**src/rtl/reg_bank_pkg.sv**
```systemverilog
// Shared constants for the register bank: widths, address map, ALU cc codes
// and instruction-register field positions.
package reg_bank_pkg;

    localparam int DATA_BUS_WIDTH   = 32;
    localparam int REG_BUS_WIDTH    = 6;
    localparam int ALU_BUS_WIDTH    = 4;
    localparam int FLAGS_BUS_WIDTH  = 4;
    localparam int DECODE_BUS_WIDTH = 8;
    localparam int NUM_REGS         = 38;

    // Register address map
    localparam logic [5:0] REG_R0    = 6'd0;
    localparam logic [5:0] REG_PC    = 6'd32;
    localparam logic [5:0] REG_TEMP0 = 6'd33;
    localparam logic [5:0] REG_TEMP1 = 6'd34;
    localparam logic [5:0] REG_TEMP2 = 6'd35;
    localparam logic [5:0] REG_TEMP3 = 6'd36;
    localparam logic [5:0] REG_IR    = 6'd37;
    localparam logic [5:0] REG_LAST  = 6'd37;

    // ALU function codes that update the flag register
    localparam logic [3:0] ALU_ANDCC = 4'b0000;
    localparam logic [3:0] ALU_ORCC  = 4'b0001;
    localparam logic [3:0] ALU_NORCC = 4'b0010;
    localparam logic [3:0] ALU_ADDCC = 4'b0011;

    // IR field bit positions
    localparam int IR_OP_HI   = 31;
    localparam int IR_OP_LO   = 30;
    localparam int IR_RD_HI   = 29;
    localparam int IR_RD_LO   = 25;
    localparam int IR_OP3_HI  = 24;
    localparam int IR_OP3_LO  = 19;
    localparam int IR_RS1_HI  = 18;
    localparam int IR_RS1_LO  = 14;
    localparam int IR_BIT13   = 13;
    localparam int IR_RS2_HI  = 4;
    localparam int IR_RS2_LO  = 0;

    // True when the ALU code is one of the condition-code setting operations
    function automatic logic is_cc_code(input logic [3:0] alu);
        logic hit;
        case (alu)
            ALU_ANDCC, ALU_ORCC, ALU_NORCC, ALU_ADDCC: hit = 1'b1;
            default:                                   hit = 1'b0;
        endcase
        return hit;
    endfunction

endpackage

```
**src/rtl/reg_bank_if.sv**
```systemverilog
// Micro-control <-> register bank bus: selects, write sources, flags and decode.
interface reg_bank_if;
    import reg_bank_pkg::*;

    logic [REG_BUS_WIDTH-1:0]    reg_bank_A_IN;
    logic [REG_BUS_WIDTH-1:0]    reg_bank_B_IN;
    logic [REG_BUS_WIDTH-1:0]    reg_bank_C_IN;
    logic                        reg_bank_AMUX_IN;
    logic                        reg_bank_BMUX_IN;
    logic                        reg_bank_CMUX_IN;
    logic                        reg_bank_RD_IN;
    logic [ALU_BUS_WIDTH-1:0]    reg_bank_ALU_IN;
    logic [DATA_BUS_WIDTH-1:0]   reg_bank_ALUResult_IN;
    logic [FLAGS_BUS_WIDTH-1:0]  reg_bank_ALUFlags_IN;
    logic [DATA_BUS_WIDTH-1:0]   reg_bank_MemData_IN;
    logic [DATA_BUS_WIDTH-1:0]   reg_bank_A_BUS_OUT;
    logic [DATA_BUS_WIDTH-1:0]   reg_bank_B_BUS_OUT;
    logic [FLAGS_BUS_WIDTH-1:0]  reg_bank_FLAGs_OUT;
    logic                        reg_bank_IR13_OUT;
    logic [DECODE_BUS_WIDTH-1:0] reg_bank_Decode_OUT;

    // Micro-control side
    modport master (
        output reg_bank_A_IN, reg_bank_B_IN, reg_bank_C_IN,
        output reg_bank_AMUX_IN, reg_bank_BMUX_IN, reg_bank_CMUX_IN,
        output reg_bank_RD_IN, reg_bank_ALU_IN, reg_bank_ALUResult_IN,
        output reg_bank_ALUFlags_IN, reg_bank_MemData_IN,
        input  reg_bank_A_BUS_OUT, reg_bank_B_BUS_OUT, reg_bank_FLAGs_OUT,
        input  reg_bank_IR13_OUT, reg_bank_Decode_OUT
    );

    // Register bank side
    modport slave (
        input  reg_bank_A_IN, reg_bank_B_IN, reg_bank_C_IN,
        input  reg_bank_AMUX_IN, reg_bank_BMUX_IN, reg_bank_CMUX_IN,
        input  reg_bank_RD_IN, reg_bank_ALU_IN, reg_bank_ALUResult_IN,
        input  reg_bank_ALUFlags_IN, reg_bank_MemData_IN,
        output reg_bank_A_BUS_OUT, reg_bank_B_BUS_OUT, reg_bank_FLAGs_OUT,
        output reg_bank_IR13_OUT, reg_bank_Decode_OUT
    );

endinterface

```
**src/rtl/reg_bank_addr_mux.sv**
```systemverilog
// Resolves the effective A/B/C register selects: either the direct select
// from micro-control or the corresponding 5-bit IR field zero-extended.
module reg_bank_addr_mux
    import reg_bank_pkg::*;
(
    input  logic [5:0] a_sel_i,
    input  logic [5:0] b_sel_i,
    input  logic [5:0] c_sel_i,
    input  logic       amux_i,
    input  logic       bmux_i,
    input  logic       cmux_i,
    input  logic [4:0] ir_rs1_i,
    input  logic [4:0] ir_rs2_i,
    input  logic [4:0] ir_rd_i,
    output logic [5:0] a_eff_o,
    output logic [5:0] b_eff_o,
    output logic [5:0] c_eff_o
);

    // Pick direct select or IR field for each of the three ports
    always_comb begin
        a_eff_o = a_sel_i;
        b_eff_o = b_sel_i;
        c_eff_o = c_sel_i;
        if (amux_i) begin
            a_eff_o = {1'b0, ir_rs1_i};
        end else begin
            a_eff_o = a_sel_i;
        end
        if (bmux_i) begin
            b_eff_o = {1'b0, ir_rs2_i};
        end else begin
            b_eff_o = b_sel_i;
        end
        if (cmux_i) begin
            c_eff_o = {1'b0, ir_rd_i};
        end else begin
            c_eff_o = c_sel_i;
        end
    end

endmodule

```
**src/rtl/reg_bank.sv**
```systemverilog
// Architectural register bank: %r0-%r31, %pc, %temp0-3, %ir, plus the N/Z/V/C
// flag register. Two combinational read ports, one clocked write port.
module reg_bank
    import reg_bank_pkg::*;
(
    input  logic       reg_bank_CLOCK_50,
    input  logic       reg_bank_RESET_InHigh,
    reg_bank_if.slave  rb
);

    logic [DATA_BUS_WIDTH-1:0]  regs_q [0:NUM_REGS-1];
    logic [DATA_BUS_WIDTH-1:0]  regs_d [0:NUM_REGS-1];
    logic [FLAGS_BUS_WIDTH-1:0] flags_q;
    logic [FLAGS_BUS_WIDTH-1:0] flags_d;

    logic [5:0]                 a_eff;
    logic [5:0]                 b_eff;
    logic [5:0]                 c_eff;
    logic                       wr_en;
    logic [DATA_BUS_WIDTH-1:0]  wr_data;

    reg_bank_addr_mux u_addr_mux (
        .a_sel_i  (rb.reg_bank_A_IN),
        .b_sel_i  (rb.reg_bank_B_IN),
        .c_sel_i  (rb.reg_bank_C_IN),
        .amux_i   (rb.reg_bank_AMUX_IN),
        .bmux_i   (rb.reg_bank_BMUX_IN),
        .cmux_i   (rb.reg_bank_CMUX_IN),
        .ir_rs1_i (regs_q[REG_IR][IR_RS1_HI:IR_RS1_LO]),
        .ir_rs2_i (regs_q[REG_IR][IR_RS2_HI:IR_RS2_LO]),
        .ir_rd_i  (regs_q[REG_IR][IR_RD_HI:IR_RD_LO]),
        .a_eff_o  (a_eff),
        .b_eff_o  (b_eff),
        .c_eff_o  (c_eff)
    );

    // Write source select and enable: %r0 and unimplemented addresses drop writes
    always_comb begin
        wr_en   = (c_eff != REG_R0) && (c_eff <= REG_LAST);
        wr_data = rb.reg_bank_ALUResult_IN;
        if (rb.reg_bank_RD_IN) begin
            wr_data = rb.reg_bank_MemData_IN;
        end else begin
            wr_data = rb.reg_bank_ALUResult_IN;
        end
    end

    // Next-state of the storage array and flag register
    always_comb begin
        regs_d  = regs_q;
        flags_d = flags_q;
        if (wr_en) begin
            regs_d[c_eff] = wr_data;
        end else begin
            regs_d = regs_q;
        end
        if (is_cc_code(rb.reg_bank_ALU_IN)) begin
            flags_d = rb.reg_bank_ALUFlags_IN;
        end else begin
            flags_d = flags_q;
        end
    end

    // State update; synchronous reset clears every register and the flags
    always_ff @(posedge reg_bank_CLOCK_50) begin
        if (reg_bank_RESET_InHigh) begin
            for (int i = 0; i < NUM_REGS; i++) begin
                regs_q[i] <= '0;
            end
            flags_q <= '0;
        end else begin
            regs_q  <= regs_d;
            flags_q <= flags_d;
        end
    end

    // Combinational read ports; %r0 and unimplemented addresses read as zero
    always_comb begin
        rb.reg_bank_A_BUS_OUT = '0;
        rb.reg_bank_B_BUS_OUT = '0;
        if ((a_eff != REG_R0) && (a_eff <= REG_LAST)) begin
            rb.reg_bank_A_BUS_OUT = regs_q[a_eff];
        end else begin
            rb.reg_bank_A_BUS_OUT = '0;
        end
        if ((b_eff != REG_R0) && (b_eff <= REG_LAST)) begin
            rb.reg_bank_B_BUS_OUT = regs_q[b_eff];
        end else begin
            rb.reg_bank_B_BUS_OUT = '0;
        end
    end

    // Flags and IR-derived decode fields for the micro-control unit
    always_comb begin
        rb.reg_bank_FLAGs_OUT  = flags_q;
        rb.reg_bank_IR13_OUT   = regs_q[REG_IR][IR_BIT13];
        rb.reg_bank_Decode_OUT = {regs_q[REG_IR][IR_OP_HI:IR_OP_LO],
                                  regs_q[REG_IR][IR_OP3_HI:IR_OP3_LO]};
    end

endmodule
```
**src/flat_wrapper.sv**
```systemverilog
// flat-port wrapper written by rule: the top's interface ports become plain ports
module reg_bank_flat import reg_bank_pkg::*;
  (reg_bank_CLOCK_50, reg_bank_RESET_InHigh, rb_reg_bank_A_IN, rb_reg_bank_B_IN, rb_reg_bank_C_IN, rb_reg_bank_AMUX_IN, rb_reg_bank_BMUX_IN, rb_reg_bank_CMUX_IN, rb_reg_bank_RD_IN, rb_reg_bank_ALU_IN, rb_reg_bank_ALUResult_IN, rb_reg_bank_ALUFlags_IN, rb_reg_bank_MemData_IN, rb_reg_bank_A_BUS_OUT, rb_reg_bank_B_BUS_OUT, rb_reg_bank_FLAGs_OUT, rb_reg_bank_IR13_OUT, rb_reg_bank_Decode_OUT);
  reg_bank_if rb_i ();
  input  logic reg_bank_CLOCK_50;
  input  logic reg_bank_RESET_InHigh;
  input wire logic [$bits(rb_i.reg_bank_A_IN)-1:0] rb_reg_bank_A_IN;
  input wire logic [$bits(rb_i.reg_bank_B_IN)-1:0] rb_reg_bank_B_IN;
  input wire logic [$bits(rb_i.reg_bank_C_IN)-1:0] rb_reg_bank_C_IN;
  input wire logic [$bits(rb_i.reg_bank_AMUX_IN)-1:0] rb_reg_bank_AMUX_IN;
  input wire logic [$bits(rb_i.reg_bank_BMUX_IN)-1:0] rb_reg_bank_BMUX_IN;
  input wire logic [$bits(rb_i.reg_bank_CMUX_IN)-1:0] rb_reg_bank_CMUX_IN;
  input wire logic [$bits(rb_i.reg_bank_RD_IN)-1:0] rb_reg_bank_RD_IN;
  input wire logic [$bits(rb_i.reg_bank_ALU_IN)-1:0] rb_reg_bank_ALU_IN;
  input wire logic [$bits(rb_i.reg_bank_ALUResult_IN)-1:0] rb_reg_bank_ALUResult_IN;
  input wire logic [$bits(rb_i.reg_bank_ALUFlags_IN)-1:0] rb_reg_bank_ALUFlags_IN;
  input wire logic [$bits(rb_i.reg_bank_MemData_IN)-1:0] rb_reg_bank_MemData_IN;
  output wire logic [$bits(rb_i.reg_bank_A_BUS_OUT)-1:0] rb_reg_bank_A_BUS_OUT;
  output wire logic [$bits(rb_i.reg_bank_B_BUS_OUT)-1:0] rb_reg_bank_B_BUS_OUT;
  output wire logic [$bits(rb_i.reg_bank_FLAGs_OUT)-1:0] rb_reg_bank_FLAGs_OUT;
  output wire logic [$bits(rb_i.reg_bank_IR13_OUT)-1:0] rb_reg_bank_IR13_OUT;
  output wire logic [$bits(rb_i.reg_bank_Decode_OUT)-1:0] rb_reg_bank_Decode_OUT;
  assign rb_i.reg_bank_A_IN = rb_reg_bank_A_IN;
  assign rb_i.reg_bank_B_IN = rb_reg_bank_B_IN;
  assign rb_i.reg_bank_C_IN = rb_reg_bank_C_IN;
  assign rb_i.reg_bank_AMUX_IN = rb_reg_bank_AMUX_IN;
  assign rb_i.reg_bank_BMUX_IN = rb_reg_bank_BMUX_IN;
  assign rb_i.reg_bank_CMUX_IN = rb_reg_bank_CMUX_IN;
  assign rb_i.reg_bank_RD_IN = rb_reg_bank_RD_IN;
  assign rb_i.reg_bank_ALU_IN = rb_reg_bank_ALU_IN;
  assign rb_i.reg_bank_ALUResult_IN = rb_reg_bank_ALUResult_IN;
  assign rb_i.reg_bank_ALUFlags_IN = rb_reg_bank_ALUFlags_IN;
  assign rb_i.reg_bank_MemData_IN = rb_reg_bank_MemData_IN;
  assign rb_reg_bank_A_BUS_OUT = rb_i.reg_bank_A_BUS_OUT;
  assign rb_reg_bank_B_BUS_OUT = rb_i.reg_bank_B_BUS_OUT;
  assign rb_reg_bank_FLAGs_OUT = rb_i.reg_bank_FLAGs_OUT;
  assign rb_reg_bank_IR13_OUT = rb_i.reg_bank_IR13_OUT;
  assign rb_reg_bank_Decode_OUT = rb_i.reg_bank_Decode_OUT;
  reg_bank u_core (.reg_bank_CLOCK_50(reg_bank_CLOCK_50), .reg_bank_RESET_InHigh(reg_bank_RESET_InHigh), .rb(rb_i));
endmodule
```
**config.mk**
```make
export PLATFORM = sky130hd
export DESIGN_NAME = reg_bank_flat
export DESIGN_NICKNAME = d
export VERILOG_FILES = /design/src/rtl/reg_bank_pkg.sv /design/src/rtl/reg_bank_if.sv /design/src/rtl/reg_bank_addr_mux.sv /design/src/rtl/reg_bank.sv /design/src/flat_wrapper.sv
export SDC_FILE = /design/constraint.sdc
export NUM_CORES = 2
export LEC_CHECK = 0
export ABC_AREA = 0
export BUFFER_PORTS_ARGS = -buffer_cell sky130_fd_sc_hd__buf_2
export CAP_MARGIN = 20
export CORE_MARGIN = 8
export CORE_UTILIZATION = 50
export DETAILED_ROUTE_END_ITERATION = 6
export GPL_ROUTABILITY_DRIVEN = 0
export HOLD_SLACK_MARGIN = 0.03
export PLACE_DENSITY_LB_ADDON = 0.15
export SYNTH_ARGS = -nofsm -noshare
export SYNTH_HDL_FRONTEND = slang
export SYNTH_SLANG_ARGS = --single-unit
```
**constraint.sdc**
```tcl
create_clock -name reg_bank_CLOCK_50 -period 3.2 [get_ports reg_bank_CLOCK_50]
set_input_delay 0.48 -clock reg_bank_CLOCK_50 [delete_from_list [all_inputs] [get_ports reg_bank_CLOCK_50]]
set_output_delay 0.48 -clock reg_bank_CLOCK_50 [all_outputs]
set_load 0.005 [all_outputs]
```
## Word-level counts from Yosys, hierarchy flattened

Cells that the tools add are included.

- Bits in registers: 1220
- Input port bits: 96
- Output and inout port bits: 77
- Word-level logic and storage cells: 77

- Magnitude comparators: 7
- Eq/ne operators: 3
- Muxes and demuxes: 16
- Bitwise logic cells: 3
- Reduce and logical (&&, ||, !) cells: 9

Operator list:

| kind | count |
|---|---|
| bitwise mux 1216 bit | 1 |
| binary-select mux 32 bit (select 6 bit) | 2 |
| two-way mux 32 bit | 8 |
| demux 32 bit (select 6 bit) | 1 |
| >= comparator 7 bit, second input constant | 3 |
| inverter 6 -> 7 bit | 3 |
| less-or-equal comparator 6 bit, second input constant | 3 |
| two-way mux 6 bit | 3 |
| nonzero test 6 bit | 3 |
| == test 4 x 2 -> 1 bit, second input constant | 2 |
| less-than comparator 7 x 1 -> 1 bit, second input constant | 1 |
| == test 4 x 1 -> 1 bit, second input constant | 1 |
| logical AND 1 bit | 4 |
| logical NOT 4 bit | 1 |
| OR reduction 4 bit | 1 |
| two-way mux 1 bit | 1 |

## Logic depth before layout (Yosys ltp)

- Depth after elaboration: 7
- Mapped depth: 12
- Mapped depth without buffers: 6

## Cells and area by module

A second synthesis with hierarchy kept.

- Cells, all modules: 6158
- Area total of the unflattened synthesis: 61052.3 µm²

By module, submodules not included:

| module | times used | cells each | area each (µm²) |
|---|---|---|---|
| reg_bank | 1 | 6140 | 60857.1 |
| reg_bank_addr_mux | 1 | 18 | 195.2 |

## Worst setup path after synthesis

Ideal clock, no wire load.

- Path kind: input -> output
- Start: input rb_reg_bank_AMUX_IN
- End: output rb_reg_bank_A_BUS_OUT[22]
- Arrival time: 2334 ps
- Setup slack: 386 ps
- Cell stages on the path: 9
- Cell sequence: buf_2 > mux2i_1 > buf_2 > buf_2 > buf_2 > mux2i_1 > o22ai_1 > o32a_1 > o21ai_0

- Longest elaborated chain between the ends: 6
- Elaborated cells on any way between the ends: 9
- Those cells by class: 1 x order compare; 5 x mux; 1 x bitwise; 2 x reduce/logical

RTL lines:

| element | line | source |
|---|---|---|
| from (decl) | flat_wrapper.sv:10 | `input wire logic [$bits(rb_i.reg_bank_AMUX_IN)-1:0] rb_reg_bank_AMUX_IN;` |
| two-way mux 6 bit * | reg_bank_addr_mux.sv:25 | `if (amux_i) begin` |
| inverter 6 -> 7 bit (not written as such) | reg_bank.sv:82 | `rb.reg_bank_A_BUS_OUT = regs_q[a_eff];` |
| binary-select mux 32 bit (select 6 bit) | reg_bank.sv:82 |  |
| two-way mux 32 bit (not written as such) (2 in series) | reg_bank.sv:82 |  |
| two-way mux 32 bit * | reg_bank.sv:81 | `if ((a_eff != REG_R0) && (a_eff <= REG_LAST)) begin` |
| to (decl) | flat_wrapper.sv:18 | `output wire logic [$bits(rb_i.reg_bank_A_BUS_OUT)-1:0] rb_reg_bank_A_BUS_OUT;` |

Mark *: on every way between the ends. The rest lies on a longest branch, timed or not. The select of a mux whose other input is x is not followed.

## Final worst setup path

- Start: register u_core.regs_q[0] (netlist bit)
- End: output rb_reg_bank_B_BUS_OUT[25]

- Longest elaborated chain between the ends: 6
- Elaborated cells on any way between the ends: 9
- Those cells by class: 1 x order compare; 5 x mux; 1 x bitwise; 2 x reduce/logical

RTL lines:

| element | line | source |
|---|---|---|
| from (decl) | reg_bank.sv:11 | `logic [DATA_BUS_WIDTH-1:0] regs_q [0:NUM_REGS-1];` |
| from (signal assigned) | reg_bank.sv:72 | `regs_q <= regs_d;` |
| two-way mux 6 bit * | reg_bank_addr_mux.sv:30 | `if (bmux_i) begin` |
| inverter 6 -> 7 bit (not written as such) | reg_bank.sv:87 | `rb.reg_bank_B_BUS_OUT = regs_q[b_eff];` |
| binary-select mux 32 bit (select 6 bit) | reg_bank.sv:87 |  |
| two-way mux 32 bit (not written as such) (2 in series) | reg_bank.sv:87 |  |
| two-way mux 32 bit * | reg_bank.sv:86 | `if ((b_eff != REG_R0) && (b_eff <= REG_LAST)) begin` |
| to (decl) | flat_wrapper.sv:19 | `output wire logic [$bits(rb_i.reg_bank_B_BUS_OUT)-1:0] rb_reg_bank_B_BUS_OUT;` |

Marked as above.

==> results.yml <==
die:
  start_util_pct: 50.1
  core_region_area_um2: 123000
  pin_count: 173
  die-area_um2: 135000
  die_h_um: 367
  rows: 129
  die_w_um: 367
sta:
  grt_setup_unrepaired: "true"
  fin_ws_ns: -0.736
  min_period_ns: 3.94
  tightest_slew_ns: 1.16
  finalCritPeriodShare_pct: 123
  drv_slew: 0
  hold_violations: 0
  max_slew_margin_pct: 22.6
  finClkSkew_ns: 0.0334
  fmax_mhz: 254
  setup_viol_count_final: 64
synthesis:
  yosys_warnings: 0
  synth_fa_ha_area_share_pct: 0
  synth.avg_cell_area_um2: 8.19
  synth_fp_nets: 7625
  yosysSeqAreaShare_pct: 39.6
  ys.flop_type: "dfxtp_1"
  synth_cells: 7529
  yosysTopAreaCellShare_pct: 39.6
  synthArstFlopShare_pct: 0
  synth-compound-area-share_pct: 22.1
  synth_seq_cells: 1220
  synth_area_leaders: "dfxtp_1 40%, a211oi_1 14%, mux4_2 8.2%"
  synth.mux.area_fraction_pct: 11.9
  synth_top_family_by_area: "compound AO/OA/AOI/OAI gates"
  syn-cell-area_um2: 61700
  synthXorXnorAreaFrac_pct: 0
  synth_top_cell_by_area: "dfxtp_1"
  yosys.area_share.simple_pct: 20.8
  synth_cell_type_count: 61
  synth_edf_count: 0
grt:
  grt_pass1_vias: 60800
  grt_overflow: 0
  antenna_found_initial: 20
  grt_pass1_wl_mm: 417
  grt_use_total_pct: 40.9
  grt_max_degree: 136
job:
  drv_cap: 0
clocking:
  clock_latency_ns: 0.81
  cts.htree.levels: 4
  cts_sinks: 1220
  clkSlewWorstSetupHoldPaths_ns: 0.06
  cts-root-buf: "clkbuf_16"
  cts_buffers: 136
  cts_tree: "built"
  clk_path_buf_depth: 3
route:
  ant_nets: 0
  num_vias: 66600
  wl_per_cell_um: 30.8
  first_iter_violations: 11700
  vias_per_cell: 6.88
  wl_mm: 298
  post-route-drc-count: 43
  firstDrtPassIters: 7
worst_setup_path:
  crit_required_ns: 2.72
  cp_max_fo: 7
  cp.arrival_ns: 3.46
  cp-end-kind: "output port"
  crit_type: "reg -> out"
  cp-start-kind: "register"
final_layout:
  finalNetCount: 8014
  final_core_util_pct: 65.9
  area_delta_synth_final_pct: 31.5
  drive_gt1_share_pct: 24.7
  final_area_um2: 81100
  fin_cells: 9680
placed_design:
  place_area_um2: 69300
  numPortBuffers: 170
  dpl.cell_count: 9187
  post-dp-hpwl_mm: 180
pwr:
  ir_worst_vdd_uv: 526
  pwr_density_cell_nw_per_um2: 467
  p_leak_uw: 0.0259
outcome:
  violations: "design-rule violations, negative setup slack"
  status: "finished with violations"
min_path:
  hold_path_class: "in -> reg"
## synthesized netlist by cell type (35+ instances only)
master,count
buf_1,40
nor4_1,39
dfxtp_1,1220
a21oi_1,243
a32oi_1,113
a31oi_1,54
buf_2,124
mux2i_1,213
nand3_1,424
nor2b_1,35
a221oi_1,38
clkbuf_1,629
mux4_2,224
nor2_1,1275
nand2_1,1281
o22ai_1,45
a211oi_1,1184
## power breakdown
| group | total (uW) | internal [uW] | switching (uW) | leakage (uW) |
|---|---|---|---|---|
| combinational | 5720 | 2200 | 3520 | 0.0137 |
| clock | 16700 | 9900 | 6850 | 0.00232 |
| sequential | 15400 | 15300 | 104 | 0.00984 |
## routing by layer
layer	vias to the layer above	track usage [%]	wire length, um	share of wire (%)
met3	1557	13.0	44300	15
met5	-	0	137	0.046
met1	31200	51.4	106000	35
met4	18	29.7	25500	8.5
met2	5688	59.1	123000	41
li1	28200	-	-	-
## through the flow
step                      setup TNS (ns)  setup slack, ns  power, uW  hold slack, ns
final                             -34.59           -0.736      37900          0.0765
after detailed placement          -22.58           -0.812      20100           0.471
after CTS                         -32.67           -0.660      37200          0.0475
after floorplan                        0            0.386      17800           0.455
after global routing              -35.89           -0.816      38500           0.106
after global placement            -22.27           -0.820      20100           0.461
## cell usage in the layout, fill, tap and decap left out, types with 28 or more instances in the layout
master / count
nand2_1: 1265
nor2_1: 1229
dfxtp_1: 1212
a211oi_1: 1184
buf_4: 512
nand3_1: 418
mux4_2: 224
buf_12: 187
a21oi_1: 184
mux2i_1: 161
clkbuf_16: 161
buf_2: 141
buf_6: 122
a32oi_2: 52
a32oi_1: 51
buf_16: 48
mux2i_4: 47
nor2_4: 41
a21oi_2: 40
a31oi_1: 36
clkbuf_8: 36
nor2b_1: 35
a221oi_1: 28
o32a_1: 28
## sequential cells by signal, indices dropped and copies added, names as in the netlist
signal,flops
u_core.rb.reg_bank_Decode_OUT,8
u_core.rb.reg_bank_FLAGs_OUT,4
u_core.rb.reg_bank_IR13_OUT,1
u_core.regs_q,1207
## worst max-delay path, stage by stage (launching register included)
cell       delay, ns
dfxtp_2         0.34
buf_4           0.17
mux2i_4         0.09
buf_6           0.13
buf_12          0.14
buf_4           0.14
buf_12          0.15
buf_6           0.14
buf_6           0.13
nand2_1         0.08
a21oi_1         0.12
a2111oi_4       0.37
nor3_2          0.10
or3_4           0.39
buf_2           0.15
## path summary, 6_finish.rpt
check | cells past startpoint | startpoint | slack [ns] | endpoint
worst min-delay path | 2 | reg_bank_RESET_InHigh | 0.08 | u_core.regs_q[1210]
worst min register to register | 1 | u_core.regs_q[1189] | 0.49 | u_core.regs_q[1189]
worst max register to register | 6 | u_core.regs_q[26] | 0.58 | u_core.regs_q[1108]
worst max-delay path | 14 | u_core.regs_q[0] | -0.74 | rb_reg_bank_B_BUS_OUT[25]
## kinds of logic after synthesis
logic type             after synthesis
AOI/OAI and AO/OA                 1869
and+or+nand+nor                   3149
buffers and inverters              839
muxes                              452
DFF                               1220
## area by class of cell
cell class                 count  area (um^2)
antenna                       16         40.0
clock buffer                 201         4160
clock inverter                46          572
fill                        9841        41900
inverter                      13         48.8
multi-input combinational   5472        37500
sequential                  1220        24400
tap                         1637         2050
timing repair buffer        1075        12300
## repair_timing
action	CTS	global route
pin swaps	153	175
setup endpoints to repair	64	64
gates resized for setup	499	278
hold endpoints to repair	4	0
gates cloned	38	19
hold buffers	11	0
setup buffers	107	89
(Power assumes the default switching activity.)
